### src/rtl/board_pkg.sv
// rtl/board_pkg.sv - shared board geometry, idle write index and scheduler state encoding
package board_pkg;
  localparam int BOARD_ROWS = 20;
  localparam int ROW_W = 30;
  localparam logic [4:0] IDX_IDLE = 5'b11111;

  typedef enum logic [1:0] {
    ST_IDLE,
    ST_WRITE,
    ST_CLEAR
  } state_t;
endpackage

### src/rtl/rr_arb2.sv
// rtl/rr_arb2.sv - two-way round-robin arbiter, pointer moves past the winner on each accepted grant
module rr_arb2 (
  input  logic       clk,
  input  logic       rst,
  input  logic [1:0] req,
  input  logic       adv,
  output logic [1:0] gnt
);
  logic fav_b;

  always_comb begin
    gnt = 2'b00;
    if (fav_b) begin
      if (req[1])      gnt = 2'b10;
      else if (req[0]) gnt = 2'b01;
    end else begin
      if (req[0])      gnt = 2'b01;
      else if (req[1]) gnt = 2'b10;
    end
  end

  // Favour whoever did not just win; an idle requester never holds the pointer.
  always_ff @(posedge clk or negedge rst) begin
    if (!rst)     fav_b <= 1'b0;
    else if (adv) fav_b <= gnt[0];
  end
endmodule

### src/rtl/board_write_sched.sv
// rtl/board_write_sched.sv - schedules piece/line-clear row writes and full-board wipes into blanking
module board_write_sched
  import board_pkg::*;
(
  input  logic        clk,
  input  logic        rst,
  input  logic        blank,
  input  logic        a_valid,
  input  logic [4:0]  a_row,
  input  logic [29:0] a_data,
  output logic        a_ready,
  input  logic        b_valid,
  input  logic [4:0]  b_row,
  input  logic [29:0] b_data,
  output logic        b_ready,
  input  logic        clr_req,
  output logic [4:0]  wr_index,
  output logic [29:0] wr_data,
  output logic        busy,
  output logic        row_err
);
  state_t            state;
  logic              clr_pend;
  logic [4:0]        row_cnt;
  logic [4:0]        wr_idx_q;
  logic [ROW_W-1:0]  wr_data_q;
  logic [1:0]        gnt;
  logic              open_slot;
  logic              xfer;
  logic [4:0]        sel_row;
  logic [ROW_W-1:0]  sel_data;
  logic              bad_row;

  rr_arb2 u_arb (
    .clk (clk),
    .rst (rst),
    .req ({b_valid, a_valid}),
    .adv (xfer),
    .gnt (gnt)
  );

  assign open_slot = rst && (state == ST_IDLE) && blank && !clr_pend;
  assign a_ready   = open_slot && gnt[0];
  assign b_ready   = open_slot && gnt[1];
  assign xfer      = (a_valid && a_ready) || (b_valid && b_ready);
  assign sel_row   = a_ready ? a_row  : b_row;
  assign sel_data  = a_ready ? a_data : b_data;
  assign bad_row   = sel_row >= 5'(BOARD_ROWS);

  always_ff @(posedge clk or negedge rst) begin
    if (!rst) begin
      state     <= ST_IDLE;
      wr_idx_q  <= IDX_IDLE;
      wr_data_q <= '0;
      row_err   <= 1'b0;
      clr_pend  <= 1'b0;
      row_cnt   <= 5'd0;
    end else begin
      row_err <= 1'b0;
      if (clr_req) clr_pend <= 1'b1;
      case (state)
        ST_IDLE: begin
          if (xfer) begin
            state     <= ST_WRITE;
            wr_idx_q  <= bad_row ? IDX_IDLE : sel_row;
            wr_data_q <= bad_row ? '0 : sel_data;
            row_err   <= bad_row;
          end else if (clr_pend && blank) begin
            state <= ST_CLEAR;
          end
        end
        ST_WRITE: state <= ST_IDLE;
        ST_CLEAR: begin
          // The row counter only moves while blanking, so a wipe survives active video.
          if (blank) begin
            if (row_cnt == 5'(BOARD_ROWS - 1)) begin
              state    <= ST_IDLE;
              clr_pend <= 1'b0;
              row_cnt  <= 5'd0;
            end else begin
              row_cnt <= row_cnt + 5'd1;
            end
          end
        end
        default: state <= ST_IDLE;
      endcase
    end
  end

  always_comb begin
    wr_index = IDX_IDLE;
    wr_data  = '0;
    if (state == ST_WRITE) begin
      wr_index = wr_idx_q;
      wr_data  = wr_data_q;
    end else if (state == ST_CLEAR && blank) begin
      wr_index = row_cnt;
    end
  end

  assign busy = (state != ST_IDLE) || clr_pend;
endmodule

### config.mk
export PLATFORM = sky130hd
export DESIGN_NAME = board_write_sched
export DESIGN_NICKNAME = d
export VERILOG_FILES = /design/src/rtl/board_pkg.sv /design/src/rtl/rr_arb2.sv /design/src/rtl/board_write_sched.sv
export SDC_FILE = /design/constraint.sdc
export NUM_CORES = 1
export LEC_CHECK = 0
export BUFFER_PORTS_ARGS = -buffer_cell sky130_fd_sc_hd__buf_2
export CAP_MARGIN = 20
export CORE_ASPECT_RATIO = 0.7
export CORE_MARGIN = 4
export CORE_UTILIZATION = 45
export CTS_BUF_LIST = sky130_fd_sc_hd__clkbuf_16
export DETAILED_ROUTE_END_ITERATION = 8
export GPL_ROUTABILITY_DRIVEN = 0
export PLACE_DENSITY = 0.76
export REMOVE_ABC_BUFFERS = 1
export SLEW_MARGIN = 20
export SYNTH_ARGS = -nofsm -noshare
export SYNTH_HDL_FRONTEND = slang
export SYNTH_SLANG_ARGS = --single-unit
### constraint.sdc
create_clock -name clk -period 2.65 [get_ports clk]
set_input_delay 0.53 -clock clk [delete_from_list [all_inputs] [get_ports clk]]
set_output_delay 0.53 -clock clk [all_outputs]
set_load 0.02 [all_outputs]
==> run_results.csv <==
group,metric,value,unit
status,status,"completed",
cts,hold_buffers,0,
routing,ant_nets,0,
final_layout,final_core_util,61.1,%
global_route,grt_pass1_vias,2347,
power_and_ir_drop,p_int,1.35,mW
floorplanning,fp-row-count,23,
sta,setup_viol,0,
power_and_ir_drop,p_per_area,527,mW/mm^2
yosys,async_flop_share,100,%
sta,slew_headroom,68.3,%
power_and_ir_drop,p_sw,541,uW
sta,skew,0.00450,ns
run,cap_violations,0,
sta,finalCriticalPeriod,2.20,ns
final_layout,num-fill-cells,557,
floorplanning,start_util,47.6,%
setup_path,worstPathMaxFanout,18,
routing,dr.pass1.iters,5,
cts,clock_path_buffers,2,
yosys,yosysSeqAreaShare,40.5,%
sta,setup_ws,0.449,ns
yosys,ys.warnings.count,0,
hold_path,min_path_type,"in -> async",
yosys,netlist_instances,286,
routing,drc,0,
cts,clk_latency,0.28,ns
global_route,grt_pass1_wl,11400,um
floorplanning,io_pins,115,
routing,vias,2399,
floorplanning,core_area,0.00587,mm^2
sta,whs,0.303,ns
yosys,synth-edff-count,0,
final_layout,antenna_cells,0,
place,hpwl,5480,um
final_layout,final_cell_count_no_fill,477,
routing,drtIter0Drc,81,
final_layout,nets,478,
place,place_ws,0.533,ns
sta,fmax,0.454,GHz
routing,wl_per_cell,14.7,um
setup_path,path_cells,"nor3_4, nand4_4, buf_4, inv_1, buf_2",
power_and_ir_drop,sw_frac_of_total,28.6,%
sta,rsz0062_at_grt,"no",
place,dp_cells,469,
yosys,synthFlopType,"dfrtp_1",
floorplanning,die_h,73.9,um
cts,cts_num_sinks,45,
final_layout,final_cell_mix,"buf_2 (114), nand2_1 (66), dfrtp_1 (40)",
global_route,grt_max_degree,27,
setup_path,worst-setup-path-type,"reg -> out",
cts,htree_num_levels,2,
sta,hold_violations,0,
cts,clkTransAtPathRegs,0.06,ns
global_route,grt_antenna_before_repair,0,
floorplanning,die-area,0.00755,mm^2
power_and_ir_drop,ir_drop,0.286,mV
setup_path,crit_arrival,1.67,ns
routing,postRouteWirelength,7000,um
power_and_ir_drop,p_leak,2.16,nW
cts,cts.repair.resized,0,
setup_path,ff2ff_setup_slack,0.77,ns
yosys,ys_ff_latch,45,
sta,max_slew.worst_pin.slew,0.472,ns
global_route,grt_usage,19.1,%
power_and_ir_drop,power_frac_seq,47.9,%
cts,cts_tree,"done",
cts,cts_inserted_buffers,5,
sta,period_share,83.1,%
yosys,netlist_area,0.00279,mm^2
power_and_ir_drop,pwr-share-clk,30.2,%
setup_path,slowest_stage,"dfrtp_1",
place,io_buffer_count,114,
final_layout,final_common_cell,"buf_2",
floorplanning,die_w,102,um
setup_path,required,2.12,ns
sta,report.final.slew_viol_count,0,
cts,postCtsSetupRepairBufs,0,
setup_path,slowest_delay,0.47,ns
routing,via_per_inst,5.03,
yosys,syn_avg_cell_area,9.76,um^2
power_and_ir_drop,comb_power_share,21.9,%
global_route,grt.overflow.total,0,
final_layout,areaGrowthSynthToFinish,28.4,%
setup_path,end_kind,"output pin",
yosys,synth.distinct_cells,34,
cts,root_buffer,"clkbuf_16",
setup_path,cp-start-kind,"flop",
final_layout,drive_gt1_share,44.8,%
worst max-delay path: cells and delay by family, from the launching register on:
kind                   cells  cell delay, ns
buffers and inverters      3            0.46
DFF                        1            0.47
and+or+nand+nor            2            0.46
cell usage after synthesis, types with 2 or more instances:
cell | n | area, um^2
dfrtp_1 | 40 | 1000
o21a_1 | 2 | 15.0
and2_1 | 31 | 194
a21o_1 | 2 | 15.0
buf_6 | 6 | 67.6
nand2_1 | 66 | 248
o21ai_0 | 4 | 20.0
o22a_1 | 3 | 26.3
mux2_2 | 34 | 383
a21oi_1 | 5 | 25.0
nor3_1 | 4 | 20.0
dfstp_2 | 5 | 131
nor2_1 | 13 | 48.8
clkbuf_1 | 11 | 41.3
mux2i_1 | 35 | 350
inv_1 | 6 | 22.5
mux2_4 | 2 | 30.0
path summary, 6_finish.rpt:
check,startpoint,to,depth (start not counted)
max in group asynchronous,rst,wr_idx_q[0]$_DFFE_PN1P_,2
hold reg to reg,wr_data_q[9]$_DFFE_PN0P_,wr_data_q[9]$_DFFE_PN0P_,1
hold / removal,rst,u_arb.fav_b$_DFFE_PN0N_,2
setup reg to reg,state[0]$_DFFE_PN0P_,wr_data_q[17]$_DFFE_PN0P_,5
setup / recovery,state[0]$_DFFE_PN0P_,a_ready,5
min in group clk,wr_data_q[9]$_DFFE_PN0P_,wr_data_q[9]$_DFFE_PN0P_,1
power by group through the flow:
stage / Combinational (mW) / Sequential (mW) / Clock, mW
2_1_floorplan: 0.270 / 0.880 / 0
3_3_place_gp: 0.407 / 0.904 / 0
3_5_place_dp: 0.418 / 0.912 / 0
4_1_cts: 0.419 / 0.901 / 0.596
5_1_grt: 0.470 / 0.919 / 0.620
6_report: 0.414 / 0.905 / 0.571
routing by layer:
layer	vias to the layer above	track usage [%]	share of wire, %
met4	0	3.93	0.76
li1	1195	-	-
met5	-	0	0
met2	84	30.5	45
met3	5	4.74	8.3
met1	1115	26.6	46
cell families after synthesis:
kind of cell    after synthesis  share of synthesized area, %
simple gates                123                          21.3
mux                          71                          27.3
xor+xnor                      1                         0.314
flops                        45                          40.5
fa+ha+maj                     1                         0.448
compound gates               21                          5.11
buf+inv                      24                          4.97
stage by stage:
| step | total power [mW] | instance area [um^2] | setup TNS (ns) |
|---|---|---|---|
| after floorplan | 1.15 | 2680 | -0.0708 |
| after global placement | 1.31 | 3450 | 0 |
| after detailed placement | 1.33 | 3450 | 0 |
| after CTS | 1.92 | 3590 | 0 |
| after global routing | 2.01 | 3590 | 0 |
| final | 1.89 | 3590 | 0 |
registers in the layout (all words and copies together), names as in the netlist:
name         flops
row_cnt          5
wr_idx_q         5
clr_pend         1
state            2
u_arb.fav_b      1
row_err          1
wr_data_q       30
cell type report:
type / count / area (um^2) / area share (%)
Multi-Input combinational cell: 217 / 1540 / 43.0
Sequential cell: 45 / 1130 / 31.6
Timing Repair Buffer: 126 / 661 / 18.4
Clock buffer: 5 / 125 / 3.49
Tap cell: 75 / 93.8 / 2.62
Inverter: 6 / 22.5 / 0.628
Clock inverter: 3 / 11.3 / 0.314
(Power assumes the default switching activity.)
